--- src/rtl/aes_stream_pkg.sv ---
// Shared definitions for the AES byte-stream path.
//   BYTE_W_DEFAULT : default byte width for stream blocks
//   MODE_FIXED     : arbiter mode, forward only the selected channel
//   MODE_RR        : arbiter mode, round-robin over pending channels
//   byte_t         : default-width byte type
package aes_stream_pkg;

    localparam int BYTE_W_DEFAULT = 8;

    localparam logic MODE_FIXED = 1'b0;
    localparam logic MODE_RR    = 1'b1;

    typedef logic [BYTE_W_DEFAULT-1:0] byte_t;

endpackage

--- src/rtl/byte_chan_buffer.sv ---
// One-entry holding buffer for a single producer channel.
//   clk, rst      : clock, asynchronous active-high reset
//   in_ready      : one-cycle strobe, in_byte is a new byte
//   in_byte       : producer data
//   grant         : the arbiter is forwarding this buffer's byte this cycle
//   clr_overflow  : synchronous clear of the sticky drop flag
//   pend          : buffer holds a byte not yet forwarded
//   data          : buffered byte
//   overflow      : sticky, a byte arrived while full and not being drained
module byte_chan_buffer
    import aes_stream_pkg::*;
#(
    parameter int BYTE_W = BYTE_W_DEFAULT
) (
    input  logic              clk,
    input  logic              rst,
    input  logic              in_ready,
    input  logic [BYTE_W-1:0] in_byte,
    input  logic              grant,
    input  logic              clr_overflow,
    output logic              pend,
    output logic [BYTE_W-1:0] data,
    output logic              overflow
);

    logic              pend_q, pend_d;
    logic [BYTE_W-1:0] data_q, data_d;
    logic              overflow_q, overflow_d;

    always_comb begin
        pend_d     = pend_q;
        data_d     = data_q;
        overflow_d = overflow_q;

        if (clr_overflow) begin
            overflow_d = 1'b0;
        end

        if (in_ready) begin
            // A granted buffer is emptied this cycle, so it can take the
            // new byte at the same edge; this is what lets one channel run
            // at a byte per cycle.
            if (!pend_q || grant) begin
                data_d = in_byte;
                pend_d = 1'b1;
            end else begin
                // Full and not draining: keep the old byte, flag the loss.
                // Set after the clear so a same-cycle drop wins.
                overflow_d = 1'b1;
            end
        end else if (grant) begin
            pend_d = 1'b0;
        end
    end

    always_ff @(posedge clk or posedge rst) begin
        if (rst) begin
            pend_q     <= 1'b0;
            data_q     <= '0;
            overflow_q <= 1'b0;
        end else begin
            pend_q     <= pend_d;
            data_q     <= data_d;
            overflow_q <= overflow_d;
        end
    end

    assign pend     = pend_q;
    assign data     = data_q;
    assign overflow = overflow_q;

endmodule

--- src/rtl/byte_stream_arbiter.sv ---
// N-channel byte-stream selector feeding the AES byte consumer.
// Each channel has a one-entry buffer; one buffered byte per cycle is
// forwarded to a registered output, chosen by fixed select or round-robin.
//   clk, rst      : clock, asynchronous active-high reset
//   mode          : MODE_FIXED (0) or MODE_RR (1)
//   select        : channel forwarded in fixed mode (>= N_CHAN: none)
//   in_byte       : channel i data at [i*BYTE_W +: BYTE_W]
//   in_ready      : per-channel one-cycle byte strobe
//   in_busy       : per-channel buffer occupied
//   clr_overflow  : synchronous clear of all overflow bits
//   overflow      : sticky per-channel dropped-byte flags
//   out_byte      : registered output byte
//   out_ready     : one-cycle strobe, out_byte is new
//   out_chan      : source channel of out_byte (only with BYTE_ARB_TAG_EN)
// Build option: define BYTE_ARB_TAG_EN to add the out_chan port/register.
//
// Handshake: in_ready is a one-cycle strobe with no acknowledge. in_busy is
// registered advice to the producer; a strobe while busy is accepted only if
// the channel is granted in that same cycle, otherwise the byte is dropped
// and overflow set. out_ready has no back-pressure: the consumer must take
// out_byte in the cycle out_ready is high.
module byte_stream_arbiter
    import aes_stream_pkg::*;
#(
    parameter  int N_CHAN = 2,
    parameter  int BYTE_W = BYTE_W_DEFAULT,
    localparam int SEL_W  = $clog2(N_CHAN)
) (
    input  logic                     clk,
    input  logic                     rst,
    input  logic                     mode,
    input  logic [SEL_W-1:0]         select,
    input  logic [N_CHAN*BYTE_W-1:0] in_byte,
    input  logic [N_CHAN-1:0]        in_ready,
    output logic [N_CHAN-1:0]        in_busy,
    output logic [BYTE_W-1:0]        out_byte,
    output logic                     out_ready,
    output logic [N_CHAN-1:0]        overflow,
    input  logic                     clr_overflow
`ifdef BYTE_ARB_TAG_EN
    ,
    output logic [SEL_W-1:0]         out_chan
`endif
);

    localparam logic [SEL_W:0] N_CHAN_EXT = (SEL_W+1)'(N_CHAN);

    logic [N_CHAN-1:0] pend;
    logic [N_CHAN-1:0] grant_vec;
    logic [BYTE_W-1:0] chan_data [N_CHAN];

    logic              grant_valid;
    logic [SEL_W-1:0]  grant_idx;
    logic [SEL_W:0]    scan_sum;
    logic [SEL_W-1:0]  scan_idx;

    logic [SEL_W-1:0]  ptr_q, ptr_d;
    logic [BYTE_W-1:0] out_byte_q, out_byte_d;
    logic              out_ready_q, out_ready_d;

    for (genvar i = 0; i < N_CHAN; i++) begin : g_chan
        assign grant_vec[i] = grant_valid && (grant_idx == SEL_W'(i));

        byte_chan_buffer #(
            .BYTE_W (BYTE_W)
        ) u_buf (
            .clk          (clk),
            .rst          (rst),
            .in_ready     (in_ready[i]),
            .in_byte      (in_byte[i*BYTE_W +: BYTE_W]),
            .grant        (grant_vec[i]),
            .clr_overflow (clr_overflow),
            .pend         (pend[i]),
            .data         (chan_data[i]),
            .overflow     (overflow[i])
        );
    end

    // Grant decision. In round-robin the scan runs from ptr+N down to
    // ptr+1 and keeps overwriting, so the last hit is the channel closest
    // after ptr. ptr+k stays below 2*N_CHAN, so one subtract wraps it.
    always_comb begin
        grant_valid = 1'b0;
        grant_idx   = '0;
        scan_sum    = '0;
        scan_idx    = '0;

        if (mode == MODE_FIXED) begin
            if (({1'b0, select} < N_CHAN_EXT) && pend[select]) begin
                grant_valid = 1'b1;
                grant_idx   = select;
            end
        end else begin
            for (int k = N_CHAN; k >= 1; k--) begin
                scan_sum = {1'b0, ptr_q} + (SEL_W+1)'(k);
                if (scan_sum >= N_CHAN_EXT) begin
                    scan_sum = scan_sum - N_CHAN_EXT;
                end
                scan_idx = scan_sum[SEL_W-1:0];
                if (pend[scan_idx]) begin
                    grant_valid = 1'b1;
                    grant_idx   = scan_idx;
                end
            end
        end
    end

    always_comb begin
        ptr_d       = ptr_q;
        out_ready_d = grant_valid;
        out_byte_d  = out_byte_q;

        // Fixed mode leaves the rotation where it was, so switching back
        // to round-robin resumes after the last round-robin winner.
        if (mode == MODE_RR && grant_valid) begin
            ptr_d = grant_idx;
        end
        if (grant_valid) begin
            out_byte_d = chan_data[grant_idx];
        end
    end

    // ptr resets to the last channel so channel 0 is first after reset.
    always_ff @(posedge clk or posedge rst) begin
        if (rst) begin
            ptr_q       <= SEL_W'(N_CHAN - 1);
            out_byte_q  <= '0;
            out_ready_q <= 1'b0;
        end else begin
            ptr_q       <= ptr_d;
            out_byte_q  <= out_byte_d;
            out_ready_q <= out_ready_d;
        end
    end

`ifdef BYTE_ARB_TAG_EN
    logic [SEL_W-1:0] out_chan_q, out_chan_d;

    always_comb begin
        out_chan_d = out_chan_q;
        if (grant_valid) begin
            out_chan_d = grant_idx;
        end
    end

    always_ff @(posedge clk or posedge rst) begin
        if (rst) begin
            out_chan_q <= '0;
        end else begin
            out_chan_q <= out_chan_d;
        end
    end

    assign out_chan = out_chan_q;
`endif

    assign in_busy   = pend;
    assign out_byte  = out_byte_q;
    assign out_ready = out_ready_q;

endmodule

--- config.mk ---
export PLATFORM = sky130hd
export DESIGN_NAME = byte_stream_arbiter
export DESIGN_NICKNAME = d
export VERILOG_FILES = /design/src/rtl/aes_stream_pkg.sv /design/src/rtl/byte_chan_buffer.sv /design/src/rtl/byte_stream_arbiter.sv
export SDC_FILE = /design/constraint.sdc
export NUM_CORES = 1
export LEC_CHECK = 0
export BUFFER_PORTS_ARGS = -buffer_cell sky130_fd_sc_hd__clkbuf_2
export CAP_MARGIN = 10
export CORE_UTILIZATION = 45
export CTS_CLUSTER_SIZE = 30
export DETAILED_ROUTE_END_ITERATION = 10
export GPL_TIMING_DRIVEN = 1
export PLACE_DENSITY = 0.74
export SYNTH_ARGS = -nofsm -noshare
export SYNTH_HDL_FRONTEND = slang
export SYNTH_HIERARCHICAL = 1
export SYNTH_SLANG_ARGS = --single-unit
--- constraint.sdc ---
create_clock -name clk -period 2.7 [get_ports clk]
set_input_delay 0.27 -clock clk [delete_from_list [all_inputs] [get_ports clk]]
set_output_delay 0.27 -clock clk [all_outputs]
set_load 0.02 [all_outputs]
==> results of run 1 <==
-- through the flow --
step	setup slack (ns)	hold WS [ns]	std cells	utilization, %	area (um^2)
floorplan	0.9891	0.1095	88	-	1294
global placement	0.9915	0.2655	153	54.87	1500
detailed placement	0.9603	0.2760	153	54.87	1500
CTS	0.9325	0.1312	162	58.08	1588
global route	0.7862	0.1356	162	58.08	1588
finish	0.9338	0.1456	162	58.08	1588
-- routing by layer --
metal,track usage (%),wire [um]
met1,21.77,1033
met4,8.571,47
met2,29.26,1181
met5,0,0
met3,7.442,141
-- layout make-up --
class	instances	area share [%]
inverter	9	2.128
timing repair buffer	36	11.66
multi-input combinational	48	31.52
clock inverter	3	2.522
clock buffer	5	2.364
sequential	30	47.36
tap	31	2.443
-- logic make-up after synthesis --
group           after synthesis  synth area share [%]
flops                        30                 58.12
mux                          16                 18.57
buf+inv                      10                 3.192
compound gates               14                 10.16
simple gates                 18                 9.962
-- report_power, final --
group          switching [uW]  total (uW)  internal, uW
combinational             211         436           225
clock                     155         346           192
sequential               82.3         665           582
total                     448        1450           999
-- critical path, stage by stage, from the launching register on --
cell      delay [ns]
dfstp_2         0.56
nand3_1         0.21
and2_1          0.24
nand2b_4        0.15
nand2_4         0.16
mux2_4          0.32
-- flip-flops by register name, summed over array words and instances, names as in the netlist --
signal                 flops
g_chan.u_buf/data         16
out_byte                   8
g_chan.u_buf/overflow      2
g_chan.u_buf/pend          2
out_ready                  1
ptr_q                      1
-- how the worst max path moves through the flow --
stage	startpoint	end	slack, ns	cells past startpoint
floorplan	g_chan[1].u_buf/pend$_DFFE_PP0P_	g_chan[0].u_buf/data[0]$_DFFE_PP0P_	0.99	6
global placement	ptr_q$_DFFE_PP1P_	g_chan[1].u_buf/data[4]$_DFFE_PP0P_	0.99	5
detailed placement	ptr_q$_DFFE_PP1P_	g_chan[1].u_buf/data[1]$_DFFE_PP0P_	0.96	5
CTS	ptr_q$_DFFE_PP1P_	g_chan[1].u_buf/data[4]$_DFFE_PP0P_	0.93	5
global route	ptr_q$_DFFE_PP1P_	g_chan[1].u_buf/data[6]$_DFFE_PP0P_	0.79	5
finish	ptr_q$_DFFE_PP1P_	g_chan[1].u_buf/data[4]$_DFFE_PP0P_	0.93	5
-- placed cells by master (no fill, tap or decap) --
cell	instances
nand2b_4	2
dfstp_2	1
clkinv_2	2
clkbuf_4	5
a221o_1	8
a21boi_0	1
nand2b_1	1
dfrtp_1	29
o22ai_1	2
inv_1	9
nand2_1	3
o22ai_2	1
clkbuf_2	35
dlygate4sd3_1	1
nand2_4	2
o21a_2	1
and3_1	8
o211a_1	1
bufinv_16	1
mux2_4	16
and2_1	1
nand3_1	1
==> impl_metrics.csv, run 1 <==
group,metric,value,unit
synth,synth_area_leaders,"dfrtp_1 56%, mux2_4 19%, a221o_1 6.2%",
sta,finalHoldViolCount,0,
floorplanning,core-area,2734,um^2
clock_tree,holdBufCountCts,1,
final_layout,regArea,752.0,um^2
sta,clock.fmax,566.2,MHz
synth,ys_ff_latch,30,
worst_setup_path,crit_arrival,1.98,ns
sta,fin_skew,0.007772,ns
clock_tree,cts_buffers,5,
synth,ys.warnings.count,6,
synth,yosysUniqueCellTypes,18,
min_path,min_path_type,"primary input to register",
synth,netlist_area,1294,um^2
sta,tightest_slew,0.3907,ns
run_status,status,"completed",
clock_tree,cts_buffer_depth,2,
routing,via_per_inst,5.235,
clock_tree,root_buffer,"clkbuf_4",
sta,rsz0062_at_grt,"false",
final_layout,syn_to_final_growth,22.73,%
min_path,hold_start,"clr_overflow",
routing,drt_pass1_iterations,4,
run,cap_violations,0,
floorplanning,io_pins,36,
sta,fin_crit_sh,65.41,%
placed_design,dp_hpwl,1841,um
global_route,antenna_found_initial,0,
worst_setup_path,r2r_end,"g_chan[1].u_buf/data[4]$_DFFE_PP0P_",
final_layout,n_antenna_cell,0,
clock_tree,cts_max_level,2,
worst_setup_path,crit_type,"register to register",
sta,slew_headroom,73.95,%
pwr,p_per_area,911.6,nW/um^2
clock_tree,clk_latency,0.33,ns
routing,vias,848,
routing,wl,2403,um
min_path,min_to,"g_chan[0].u_buf/overflow$_DFF_PP0_",
clock_tree,cts_tree,"built",
sta,setup_tns,0,ns
worst_setup_path,start_kind,"register",
pwr,vdd.ir_drop.worst,0.7132,mV
synth,syn_nets,111,
synth,synth_ff_type,"dfrtp_1",
floorplanning,die_w,55.62,um
routing,antenna_left,0,
synth,async_flop_share,100.0,%
worst_setup_path,r2r_cells,5,
sta,drv_slew,0,
clock_tree,clk_pin_slew,0.10,ns
synth,synth_top_cell_by_area,"dfrtp_1",
synth,netlist_top_cells_count,"29 x dfrtp_1, 16 x mux2_4, 9 x inv_1",
floorplanning,fp-row-count,19,
synth,seq_area_frac_synth,58.12,%
clock_tree,clock-sinks,30,
synth,yosys.cell_count.top_type,"dfrtp_1",
synth,netlist_instances,88,
synth,syn_avg_cell_area,14.70,um^2
final_layout,layout-drive-gt1-share,50.38,%
worst_setup_path,end_kind,"register",
final_layout,fin_nets,153,
placed_design,gp_congestion,0.7444,
worst_setup_path,cp_max_fo,10,
global_route,grt_pass1_wl,4105,um
routing,drtIter0Drc,47,
floorplanning,dieHeight,55.62,um
worst_setup_path,required,2.92,ns
pwr,totalPowerFinal,1447,uW
routing,wl_per_cell,14.83,um
sta,setup_viol,0,
global_route,grt_max_degree,11,
worst_setup_path,rr_startpoint,"ptr_q$_DFFE_PP1P_",
placed_design,port_buffers,35,
final_layout,multi_input_area,500.5,um^2
global_route,grt-ovfl-total,0,
synth,synth.top_cell.area_share,56.09,%
clock_tree,post_cts_buffers,0,
global_route,gr-usage-all-layers,18.39,%
floorplanning,fp.dieArea,3094,um^2
routing,drc_errors,0,
floorplanning,initial_core_util,47.32,%
min_path,hold_depth,2,
synth,synth_edf_count,0,
final_layout,fill_cells,240,
sta,fin_crit,1.766,ns
global_route,grt_pass1_vias,901,
worst_setup_path,ff2ff_setup_slack,0.93,ns
clock_tree,cts_resized,0,
pwr,p_leak,0.0008581,uW
No activity file was read; power rests on OpenSTA's default activity.
==> inputs of run 2 (changes only) <==
- clock period: 2.7 -> 1.65 ns (I/O delays scaled with it)
==> run 2 against run 1 <==
  * Register-to-register slack got worse by 0.81 ns
  * Worst hold slack worse by 0.10 ns
  * Maximum frequency up 16%
  * Via count fell by 0.35%
  * Global-route usage down 0.068 points
  * Sequential share of layout area increased by 0.16 points
  * Design area unchanged
==> impl_metrics.csv, run 2 (synthesized netlist as in run 1, its figures left out) <==
group,metric,value,unit
run_status,status,"completed",
floorplanning,die_w,55.62,um
routing,vias,845,
worst_setup_path,required,1.87,ns
sta,fin_crit_sh,92.60,%
floorplanning,initial_core_util,47.32,%
pwr,power_switching,730.6,uW
final_layout,fill_cells,222,
final_layout,stdcell_area,1588,um^2
sta,fin_crit,1.528,ns
pwr,swShare,32.17,%
min_path,hold_start,"clr_overflow",
clock_tree,clk_latency,0.33,ns
worst_setup_path,ff2ff_setup_slack,0.12,ns
global_route,grt-ovfl-total,0,
final_layout,multi_input_area,500.5,um^2
sta,finalHoldViolCount,0,
worst_setup_path,r2r_end,"g_chan[1].u_buf/data[5]$_DFFE_PP0P_",
worst_setup_path,rr_startpoint,"ptr_q$_DFFE_PP1P_",
worst_setup_path,cp_max_fo,8,
min_path,min_to,"g_chan[0].u_buf/overflow$_DFF_PP0_",
final_layout,fin_nets,155,
worst_setup_path,r2r_cells,5,
pwr,p_per_area,1430,nW/um^2
routing,drt_pass1_iterations,4,
routing,drtIter0Drc,21,
sta,setup_tns,0,ns
placed_design,dp_hpwl,1893,um
final_layout,fin_cells,164,
worst_setup_path,end_kind,"register",
min_path,hold_depth,2,
global_route,gr-usage-all-layers,18.32,%
global_route,grt_max_degree,11,
final_layout,regArea,754.5,um^2
global_route,antenna_found_initial,0,
sta,fin_skew,0.007705,ns
pwr,combPwrFrac,32.1,%
sta,rsz0062_at_grt,"false",
final_layout,layout_commonest_cell,"clkbuf_2",
worst_setup_path,crit_arrival,1.75,ns
floorplanning,dieHeight,55.62,um
placed_design,placed_area,1518,um^2
routing,wl_per_cell,15.16,um
sta,slew_headroom,70.80,%
final_layout,mostFrequentLayoutCells,"35 x clkbuf_2, 27 x dfrtp_1, 16 x mux2_4, 9 x inv_1",
routing,antenna_left,0,
sta,clock.fmax,654.5,MHz
clock_tree,clk_pin_slew,0.09,ns
sta,postLayoutSetupSlackWorst,0.1221,ns
clock_tree,clock-sinks,30,
sta,setup_viol,0,
clock_tree,post_cts_buffers,0,
clock_tree,cts_max_level,2,
clock_tree,cts_resized,0,
global_route,grt_pass1_wl,4167,um
routing,via_per_inst,5.152,
routing,wl,2487,um
final_layout,fin_util,58.08,%
floorplanning,fp.dieArea,3094,um^2
pwr,vdd.ir_drop.worst,0.9210,mV
pwr,p_clk_share,19.7,%
global_route,grt_pass1_vias,880,
final_layout,largest_reg_flops,16,
sta,tightest_slew,0.4380,ns
floorplanning,io_pins,36,
worst_setup_path,start_kind,"register",
pwr,seqPwrFrac,48.2,%
final_layout,n_antenna_cell,0,
floorplanning,fp-row-count,19,
pwr,p_leak,0.0008563,uW
min_path,min_path_type,"primary input to register",
placed_design,post-place-ws,0.1302,ns
sta,drv_slew,0,
floorplanning,core-area,2734,um^2
run,cap_violations,0,
clock_tree,cts_buffer_depth,2,
placed_design,gp_congestion,0.7226,
placed_design,port_buffers,35,
worst_setup_path,crit_type,"register to register",
clock_tree,root_buffer,"clkbuf_4",
placed_design,dp.cells,155,
pwr,power.internal,1541,uW
clock_tree,cts_buffers,5,
final_layout,layout-drive-gt1-share,51.88,%
routing,drc_errors,0,
clock_tree,cts_tree,"built",
final_layout,syn_to_final_growth,22.73,%
-- run 2: what timing repair did --
item / CTS / global route
hold endpoints to repair: 29 / 0
hold buffers: 1 / 0
setup endpoints to repair: 0 / 0
-- run 2: power by group through the flow --
stage,combinational (uW),clock [uW],sequential (uW)
detailed placement,728,0,1110
CTS,734,463,1090
global placement,705,0,1100
global route,778,505,1120
floorplan,410,0,1190
finish,728,447,1100
-- run 2: metrics by stage --
stage / hold slack [ns] / total power, uW
finish: 0.04375 / 2271
global route: 0.02133 / 2401
CTS: 0.03314 / 2292
detailed placement: 0.1586 / 1837
global placement: 0.1484 / 1803
floorplan: 0.004463 / 1601
-- run 2: worst max-delay path by stage --
stage	depth (start not counted)	start	slack (ns)	endpoint
detailed placement	5	ptr_q$_DFFE_PP1P_	0.13	g_chan[1].u_buf/data[5]$_DFFE_PP0P_
global placement	5	ptr_q$_DFFE_PP1P_	0.15	g_chan[1].u_buf/data[0]$_DFFE_PP0P_
finish	5	ptr_q$_DFFE_PP1P_	0.12	g_chan[1].u_buf/data[5]$_DFFE_PP0P_
global route	5	g_chan[1].u_buf/pend$_DFFE_PP0P_	0.06	g_chan[1].u_buf/data[3]$_DFFE_PP0P_
floorplan	6	g_chan[1].u_buf/pend$_DFFE_PP0P_	0.05	g_chan[0].u_buf/data[0]$_DFFE_PP0P_
CTS	5	ptr_q$_DFFE_PP1P_	0.11	g_chan[1].u_buf/data[5]$_DFFE_PP0P_
-- run 2: per-layer routing --
layer  GRT usage (%)  routed length [um]  vias up
met1           21.61                1050      405
li1                -                   -      409
met3           7.209                  99        5
met2           29.95                1290       26
met4           7.500                  47        0
met5               0                   0        -
-- run 2: final cells by class --
| type | count | area share (%) |
|---|---|---|
| Sequential cell | 30 | 47.52 |
| Clock inverter | 1 | 0.3152 |
| Timing Repair Buffer | 38 | 12.61 |
| Multi-Input combinational cell | 48 | 31.52 |
| Clock buffer | 7 | 3.467 |
| Tap cell | 31 | 2.443 |
| Inverter | 9 | 2.128 |
-- run 2: worst max-delay path: stages, from the launching register on --
cell and delay [ns]:
dfstp_2 0.55, nand3_1 0.09, and2_1 0.17, nand2b_4 0.15, nand2_4 0.15, mux2_4 0.32
